<file path="src/rtl/iob_native_split_pkg.sv">
// iob_native_split_pkg: FSM encodings and default error read data for the native port splitter
package iob_native_split_pkg;
  localparam logic [1:0] IDLE = 2'd0;
  localparam logic [1:0] WAIT = 2'd1;
  localparam logic [1:0] RESP = 2'd2;
  localparam logic [31:0] ERR_RDATA_DEF = 32'hDEADBEEF;
endpackage

</file>
<file path="src/rtl/iob_native_split_timer.sv">
// iob_native_split_timer: bus watchdog counting wait cycles, expiring on the last allowed one
module iob_native_split_timer #(
  parameter int TIMEOUT = 256
) (
  input  logic clk,
  input  logic resetn,
  input  logic clr,
  input  logic en,
  output logic expire
);
  localparam int W = TIMEOUT > 0 ? $clog2(TIMEOUT + 1) : 1;
  localparam logic [W-1:0] LAST = W'(TIMEOUT > 0 ? TIMEOUT - 1 : 0);
  logic [W-1:0] cnt;
  // count enabled cycles; held at zero when the watchdog is disabled
  always_ff @(posedge clk or negedge resetn)
    if (!resetn) cnt <= '0;
    else cnt <= (clr || TIMEOUT == 0) ? '0 : en ? cnt + 1'b1 : cnt;
  assign expire = TIMEOUT != 0 && en && cnt == LAST;
endmodule

</file>
<file path="src/rtl/iob_native_split.sv">
// iob_native_split: registered CPU native port splitter to one instruction port and N data ports
module iob_native_split import iob_native_split_pkg::*; #(
  parameter int ADDR_W    = 32,
  parameter int DATA_W    = 32,
  parameter int N_DPORTS  = 2,
  parameter int SEL_W     = 1,
  parameter int BOOT_PORT = 1,
  parameter int TIMEOUT   = 256,
  parameter logic [DATA_W-1:0] ERR_RDATA = DATA_W'(ERR_RDATA_DEF)
) (
  input  logic                           clk,
  input  logic                           resetn,
  input  logic                           boot,
  input  logic                           err_clr,
  input  logic                           cpu_valid,
  input  logic                           cpu_instr,
  input  logic [ADDR_W-1:0]              cpu_addr,
  input  logic [DATA_W-1:0]              cpu_wdata,
  input  logic [DATA_W/8-1:0]            cpu_wstrb,
  output logic [DATA_W-1:0]              cpu_rdata,
  output logic                           cpu_ready,
  output logic                           i_valid,
  output logic [ADDR_W-1:0]              i_addr,
  output logic [DATA_W-1:0]              i_wdata,
  output logic [DATA_W/8-1:0]            i_wstrb,
  input  logic [DATA_W-1:0]              i_rdata,
  input  logic                           i_ready,
  output logic [N_DPORTS-1:0]            d_valid,
  output logic [N_DPORTS*ADDR_W-1:0]     d_addr,
  output logic [N_DPORTS*DATA_W-1:0]     d_wdata,
  output logic [N_DPORTS*DATA_W/8-1:0]   d_wstrb,
  input  logic [N_DPORTS*DATA_W-1:0]     d_rdata,
  input  logic [N_DPORTS-1:0]            d_ready,
  output logic                           err,
  output logic [ADDR_W-1:0]              err_addr
);
  localparam int STRB_W = DATA_W / 8;
  localparam logic [SEL_W:0] NP = (SEL_W + 1)'(N_DPORTS);
  localparam logic [SEL_W-1:0] BOOT_IDX = SEL_W'(BOOT_PORT);
  logic [1:0]        state;
  logic              instr_q;
  logic [SEL_W-1:0]  sel;
  logic [ADDR_W-1:0] addr_q;
  logic [DATA_W-1:0] wdata_q;
  logic [STRB_W-1:0] wstrb_q;
  logic [SEL_W-1:0]  raw_idx;
  logic [SEL_W-1:0]  idx;
  logic              dec_err;
  logic              accept;
  logic              t_ready;
  logic [DATA_W-1:0] t_rdata;
  logic              expire;
  logic              set_err;
  logic [ADDR_W-1:0] fail_addr;

  assign raw_idx  = cpu_addr[ADDR_W-1 -: SEL_W];
  assign idx      = (boot && raw_idx == '0) ? BOOT_IDX : raw_idx;
  assign dec_err  = !cpu_instr && {1'b0, idx} >= NP;
  assign accept   = state == IDLE && cpu_valid && !cpu_ready;

  assign cpu_ready = state == RESP;
  assign i_valid   = state == WAIT && instr_q;
  assign i_addr    = addr_q;
  assign i_wdata   = wdata_q;
  assign i_wstrb   = wstrb_q;
  assign d_addr    = {N_DPORTS{addr_q}};
  assign d_wdata   = {N_DPORTS{wdata_q}};
  assign d_wstrb   = {N_DPORTS{wstrb_q}};

  // route valid to the captured target and pick its ready/rdata; other ports stay idle
  always_comb begin
    t_ready = instr_q & i_ready;
    t_rdata = i_rdata;
    d_valid = '0;
    for (int k = 0; k < N_DPORTS; k++)
      if (!instr_q && sel == SEL_W'(k)) begin
        t_ready    = d_ready[k];
        t_rdata    = d_rdata[k*DATA_W +: DATA_W];
        d_valid[k] = state == WAIT;
      end
  end

  iob_native_split_timer #(.TIMEOUT(TIMEOUT)) u_timer (
    .clk    (clk),
    .resetn (resetn),
    .clr    (state != WAIT),
    .en     (state == WAIT),
    .expire (expire)
  );

  // a ready on the same cycle as expiry wins, so real data is never discarded
  assign set_err   = (accept && dec_err) || (state == WAIT && !t_ready && expire);
  assign fail_addr = state == IDLE ? cpu_addr : addr_q;

  // request FSM: capture in IDLE, hold fields in WAIT, one-cycle response in RESP
  always_ff @(posedge clk or negedge resetn)
    if (!resetn) begin
      state     <= IDLE;
      instr_q   <= 1'b0;
      sel       <= '0;
      addr_q    <= '0;
      wdata_q   <= '0;
      wstrb_q   <= '0;
      cpu_rdata <= '0;
    end else
      case (state)
        IDLE: if (accept) begin
          instr_q <= cpu_instr;
          sel     <= idx;
          addr_q  <= cpu_addr;
          wdata_q <= cpu_wdata;
          wstrb_q <= cpu_wstrb;
          state   <= dec_err ? RESP : WAIT;
          if (dec_err) cpu_rdata <= ERR_RDATA;
        end
        WAIT: if (t_ready || expire) begin
          state     <= RESP;
          cpu_rdata <= t_ready ? t_rdata : ERR_RDATA;
        end
        default: state <= IDLE;
      endcase

  // sticky error keeps the first failing address; a new error beats a clear
  always_ff @(posedge clk or negedge resetn)
    if (!resetn) begin
      err      <= 1'b0;
      err_addr <= '0;
    end else begin
      err <= set_err || (err && !err_clr);
      if (set_err && !err) err_addr <= fail_addr;
    end
endmodule

</file>
<file path="config.mk">
export PLATFORM = sky130hd
export DESIGN_NAME = iob_native_split
export DESIGN_NICKNAME = d
export VERILOG_FILES = /design/src/rtl/iob_native_split_pkg.sv /design/src/rtl/iob_native_split_timer.sv /design/src/rtl/iob_native_split.sv
export SDC_FILE = /design/constraint.sdc
export NUM_CORES = 1
export LEC_CHECK = 0
export BUFFER_PORTS_ARGS = -buffer_cell sky130_fd_sc_hd__buf_2
export CORE_AREA = 2 2 176 178
export CTS_BUF_LIST = sky130_fd_sc_hd__clkbuf_8
export DETAILED_ROUTE_END_ITERATION = 10
export DIE_AREA = 0 0 178 180
export HOLD_SLACK_MARGIN = 0.02
export PLACE_DENSITY_LB_ADDON = 0.3
export SLEW_MARGIN = 20
export SYNTH_ARGS = -nofsm -noshare
export SYNTH_HDL_FRONTEND = slang
export SYNTH_SLANG_ARGS = --single-unit
</file>
<file path="constraint.sdc">
create_clock -name clk -period 2.6 [get_ports clk]
set_input_delay 0.39 -clock clk [delete_from_list [all_inputs] [get_ports clk]]
set_output_delay 0.39 -clock clk [all_outputs]
set_load 0.02 [all_outputs]
</file>
======== Word-level counts from Yosys, hierarchy flattened ========
Cells that the tools add are included.
word-level totals
  register bits ........................... 146
  input port bits ......................... 173
  output and inout bits ................... 273
  logic and storage cells ................. 57
cells by class
  $add $sub $neg .......................... 1
  eq/ne operators ......................... 6
  multiplexer cells ....................... 14
  bitwise logic cells ..................... 3
  reduce and logical (&&, ||, !) cells .... 23
operators by type and width
  cell                                                                      count
  32-bit 2-to-1 mux                                                         4
  9-bit 2-to-1 mux                                                          2
  1-bit logical AND                                                         11
  9-bit by 1-bit adder with 9-bit output (second input constant)            1
  9-bit by 8-bit == test with 1-bit output (second input constant)          1
  2-bit AND reduction                                                       3
  1-bit logical NOT                                                         5
  1-bit 2-to-1 mux                                                          5
  2-bit 2-to-1 mux                                                          2
  2-bit inequality test (second input constant)                             2
  2-bit one-hot mux with 2 select lines                                     1
  2-bit by 1-bit == test with 1-bit output (second input constant)          1
  2-bit == test (second input constant)                                     1
  2-bit logical NOT                                                         1
  1-bit logical OR                                                          2
  2-bit by 1-bit inequality test with 1-bit output (second input constant)  1
  1-bit inverter                                                            2
  2-bit nonzero test                                                        1
  1-bit bitwise AND                                                         1

======== Logic depth before layout (Yosys ltp) ========
  depth in word-level cells ............... 8
  mapped depth ............................ 10
  depth with buffers taken out ............ 8

======== Modules after synthesis ========
A second synthesis with hierarchy kept.
second synthesis, totals
  cell total of the unflattened synthesis .. 630
  area total of the unflattened synthesis .. 7782.5 µm²
modules (own cells, without submodules)
  module                  times used  cells each  area each (µm²)  sequential area each (µm²)
  iob_native_split        1           585         7332.0           3428.3
  iob_native_split_timer  1           45          450.4            225.2

======== Worst setup path after synthesis ========
Ideal clock, no wire load.
  kind .................................... register -> register
  start ................................... register u_timer.cnt[0]
  end ..................................... register err_addr[10]
  library setup time ...................... 0.087 ns
  arrival ................................. 1.926 ns
  required time ........................... 2.513 ns
  slack ................................... 0.587 ns
  cell stages (with the launch flop) ...... 10
  path buffers ............................ 2
  clock period less this slack ............ 2.013 ns
  cell sequence ........................... dfrtp_1 > ha_1 > nand3_1 > nor2_1 > ha_1 > nor4bb_1 > clkbuf_1 > clkbuf_1 > a21oi_1 > a22oi_1
between the ends
  longest elaborated chain between the ends .. 4
ends and longest elaborated chain
  element                                   line                          source
  start: declaration                        iob_native_split_timer.sv:13  logic [W-1:0] cnt;
  start signal: assignment                  iob_native_split_timer.sv:17  else cnt <= (clr || TIMEOUT == 0) ? '0 : en ? cnt + 1'b1 : cnt;
  9-bit by 8-bit == test with 1-bit output  iob_native_split_timer.sv:18  assign expire = TIMEOUT != 0 && en && cnt == LAST;
  1-bit logical AND                         iob_native_split_timer.sv:18
  1-bit logical AND                         iob_native_split.sv:92        assign set_err = (accept && dec_err) || (state == WAIT && !t_ready && expire);
  1-bit logical AND                         iob_native_split.sv:130       if (set_err && !err) err_addr <= fail_addr;
  end signal: assignment                    iob_native_split.sv:130
  end: declaration                          iob_native_split.sv:35        output logic [ADDR_W-1:0] err_addr
No other way between the ends.
A chain may end at the register's enable or synchronous reset.

======== Worst setup path after layout ========
  start ................................... register u_timer.cnt[0]
  end ..................................... register cpu_rdata[0]
between the ends
  longest elaborated chain between the ends .. 4
ends and longest elaborated chain
  element                                   line                          source
  9-bit by 8-bit == test with 1-bit output  iob_native_split_timer.sv:18
  1-bit logical AND                         iob_native_split_timer.sv:18
  1-bit logical OR                          iob_native_split.sv:116       WAIT: if (t_ready || expire) begin
  2-bit AND reduction (no line)             --
  end signal: assignment                    iob_native_split.sv:118       cpu_rdata <= t_ready ? t_rdata : ERR_RDATA;
  end: declaration                          iob_native_split.sv:20        output logic [DATA_W-1:0] cpu_rdata,
No other way between the ends.

==> flow_summary.yaml <==
sta:
  skew_ns: 0.0131
  fmax_ghz: 0.427
  fin_tns_setup_ns: 0
  worstMarginPinSlew_ns: 0.592
  finalCriticalPeriod_ns: 2.34
  slew_violations: 0
  hold_slack_ns: 0.158
  min_period_over_period_pct: 90.1
  relSlewSlack_pct: 60.5
  hold_viol_final: 0
  setup_viol: 0
  rsz0062_at_grt: "false"
power:
  p_sw_mw: 6.77
  comb_power_share_pct: 58.1
  pwr-share-seq_pct: 27.9
  p_leak_nw: 5.10
  power_mw: 14.1
  pwr_density_cell_nw_per_um2: 1390
  swShare_pct: 48.1
  p_int_mw: 7.31
  vdd_drop_max_mv: 0.686
  clock_power_share_pct: 14.0
placed_design:
  hpwl_um: 18200
  place_inst: 1370
  portBuffers: 445
  place.gp.congestion: 0.722
global_route:
  busiest_layer: "met2"
  grt_overflow: 0
  grtUsageTotal_pct: 15.0
  grt_pass1_vias: 6193
  grtUsageMet2_pct: 26.4
  grt_pass1_wl_um: 36900
  grt_max_degree: 60
  gr-usage-met3_pct: 3.72
  antenna_found_initial: 0
  grt_use_met1_pct: 18.6
logic_synthesis:
  synth_xor_xnor_area_share_pct: 0.328
  synth_top_family_by_area: "compound AO/OA/AOI/OAI gates"
  yosys_most_used_dff: "dfrtp_1"
  synth_commonest_cells: "146 x dfrtp_1, 138 x buf_4, 92 x mux2_2"
  ys_ff_latch: 146
  synthAdderAreaFrac_pct: 0.312
  yosysMostFrequentCell: "dfrtp_1"
  synthCells: 694
  synth_fp_nets: 869
  yosysTopAreaCell: "dfrtp_1"
  synth_compound_area_share_pct: 17.6
  synth_edf_count: 0
  yosysWarnings: 0
  synthSimpleGateAreaFrac_pct: 2.61
  async_reset_ff_share_pct: 100
  post_synth_main_area_contributors: "dfrtp_1 46%, buf_4 13%, mux2_2 13%"
  synth_area_per_cell_um2: 11.5
  syn_area_um2: 8010
  synth_cell_types: 41
  synth.yosys.seq_area_share_pct: 45.6
  yosys-mux-area-fraction_pct: 17.1
  synth_top_cell_area_share_pct: 45.6
finish:
  layout.nets: 1169
  diodes: 0
  stdcell_count: 1403
  area_growth_syn_to_layout_pct: 26.9
  drive_above_1_share_pct: 61.9
clock_tree:
  cts_resized: 0
  cts_root_buffer: "clkbuf_8"
  numCtsBuffers: 17
  htree_levels: 4
  insertion_delay_ns: 0.44
  cts_sinks: 146
  path_clk_slew_ns: 0.09
  post_cts_buffers: 0
  clk_path_buf_depth: 2
  cts-hold-fix-buffers: 1
  tritoncts: "done"
worst_setup_path:
  worstSetupStartpointType: "flip-flop"
  crit_start: "u_timer.cnt[0]"
  crit_arrival_ns: 2.70
  cp_max_fo: 25
  cp-end-kind: "flip-flop"
  crit_type: "flip-flop to flip-flop"
  reg2reg_from: "u_timer.cnt[0]"
  crit_path_end: "cpu_rdata[0]"
  r2r_cells: 8
  required_ns: 2.96
  reg2reg_slack_ns: 0.26
  reg2reg_to: "cpu_rdata[0]"
route:
  wl_per_cell_um: 17.6
  postRouteAntennaNets: 0
  drt_iter0_markers: 290
  firstDrtPassIters: 4
  postRouteWirelength_um: 24700
  routed_via_density: 4.46
  drc: 0
  vias: 6260
run_status:
  outcome: "finished, final reports clean"
flow_run:
  maxCapViolations: 0
min_path:
  hold_class: "primary input to flip-flop"
floorplan:
  core_area_um2: 30200
  die_area_um2: 32000
  die_h_um: 180
  std_cell_rows: 64
  boundaryPins: 446
  initial_core_util_pct: 26.5
  fp.dieW_um: 178
==> worst min path at each step <==
stage | startpoint | to | slack [ns] | cells past startpoint
2_1_floorplan | resetn | cpu_rdata[0] | 0.09 | 0
3_3_place_gp | resetn | i_wdata[5] | 0.43 | 1
3_5_place_dp | resetn | i_wdata[5] | 0.42 | 1
4_1_cts | cpu_instr | instr_q | 0.12 | 3
5_1_grt | cpu_wdata[30] | i_wdata[30] | 0.13 | 2
6_report | cpu_instr | instr_q | 0.16 | 3
==> per-stage QoR <==
step | area, um2 | setup slack [ns] | util [%]
CTS | 10200 | 0.255 | 33.7
detailed placement | 9740 | 0.271 | 32.3
global route | 10200 | 0.0513 | 33.7
floorplan | 8010 | 0.587 | -
global placement | 9740 | 0.398 | 32.3
finish | 10200 | 0.256 | 33.7
==> worst max-delay path, cell delays in order, from the launching register on <==
cell and delay (ns):
dfrtp_1 0.38, ha_1 0.24, nand3_1 0.10, nor2_1 0.10, ha_1 0.29, inv_1 0.07
a221o_1 0.54, inv_6 0.33, a2bb2oi_1 0.21
==> layer usage <==
metal,part of all wire (%),vias up
met5,0,-
met4,0.66,0
met3,6.4,7
met2,51,239
met1,42,3051
li1,-,2963
==> state kept, by name, indices dropped and copies added, names as in the netlist <==
name         cells
instr_q          1
i_addr          32
sel              1
err              1
cpu_rdata       32
err_addr        32
i_wstrb          4
u_timer.cnt      9
state            2
i_wdata         32
==> placed cells by master, fill, tap and decap left out, types with 2 or more instances in the layout <==
cell,instances
ha_1,2
a2bb2oi_2,19
or3_1,3
dfrtp_2,4
a2bb2oi_1,5
a211oi_1,32
nand2_1,12
nor2b_1,2
a22oi_1,32
nand3_1,4
inv_6,6
a22o_1,8
mux2_2,92
xor2_1,2
buf_12,5
clkbuf_8,17
o21ai_0,12
nor2_1,10
buf_2,444
dfrtp_1,142
inv_1,5
clkinv_2,2
buf_4,19
a21oi_1,37
clkinv_4,3
mux2i_1,32
bufinv_16,3
o21a_1,32
==> power groups by stage <==
stage | sequential (mW) | combinational [mW] | clock, mW
2_1_floorplan | 4.80 | 5.99 | 0
3_5_place_dp | 4.00 | 8.29 | 0
6_report | 3.93 | 8.19 | 1.97
4_1_cts | 3.96 | 8.31 | 2.06
3_3_place_gp | 3.96 | 8.25 | 0
5_1_grt | 4.10 | 8.70 | 2.16
==> final cells by class <==
cell class / instances / area [um2]
flip-flops and latches: 146 / 3660
clock inverters: 15 / 181
clock buffers: 17 / 234
inverters: 5 / 23.8
well taps: 396 / 495
fillers: 3123 / 20000
multi-input cells: 354 / 3090
repair buffers: 470 / 2490
==> cells by family (layout without fill, tap and decap cells) <==
family,after synthesis,in the layout
mux,125,125
simple gates,42,42
compound gates,182,182
xor+xnor,3,3
buf+inv,194,507
flops,146,146
fa+ha+maj,2,2
No activity file was read; power rests on OpenSTA's default activity.
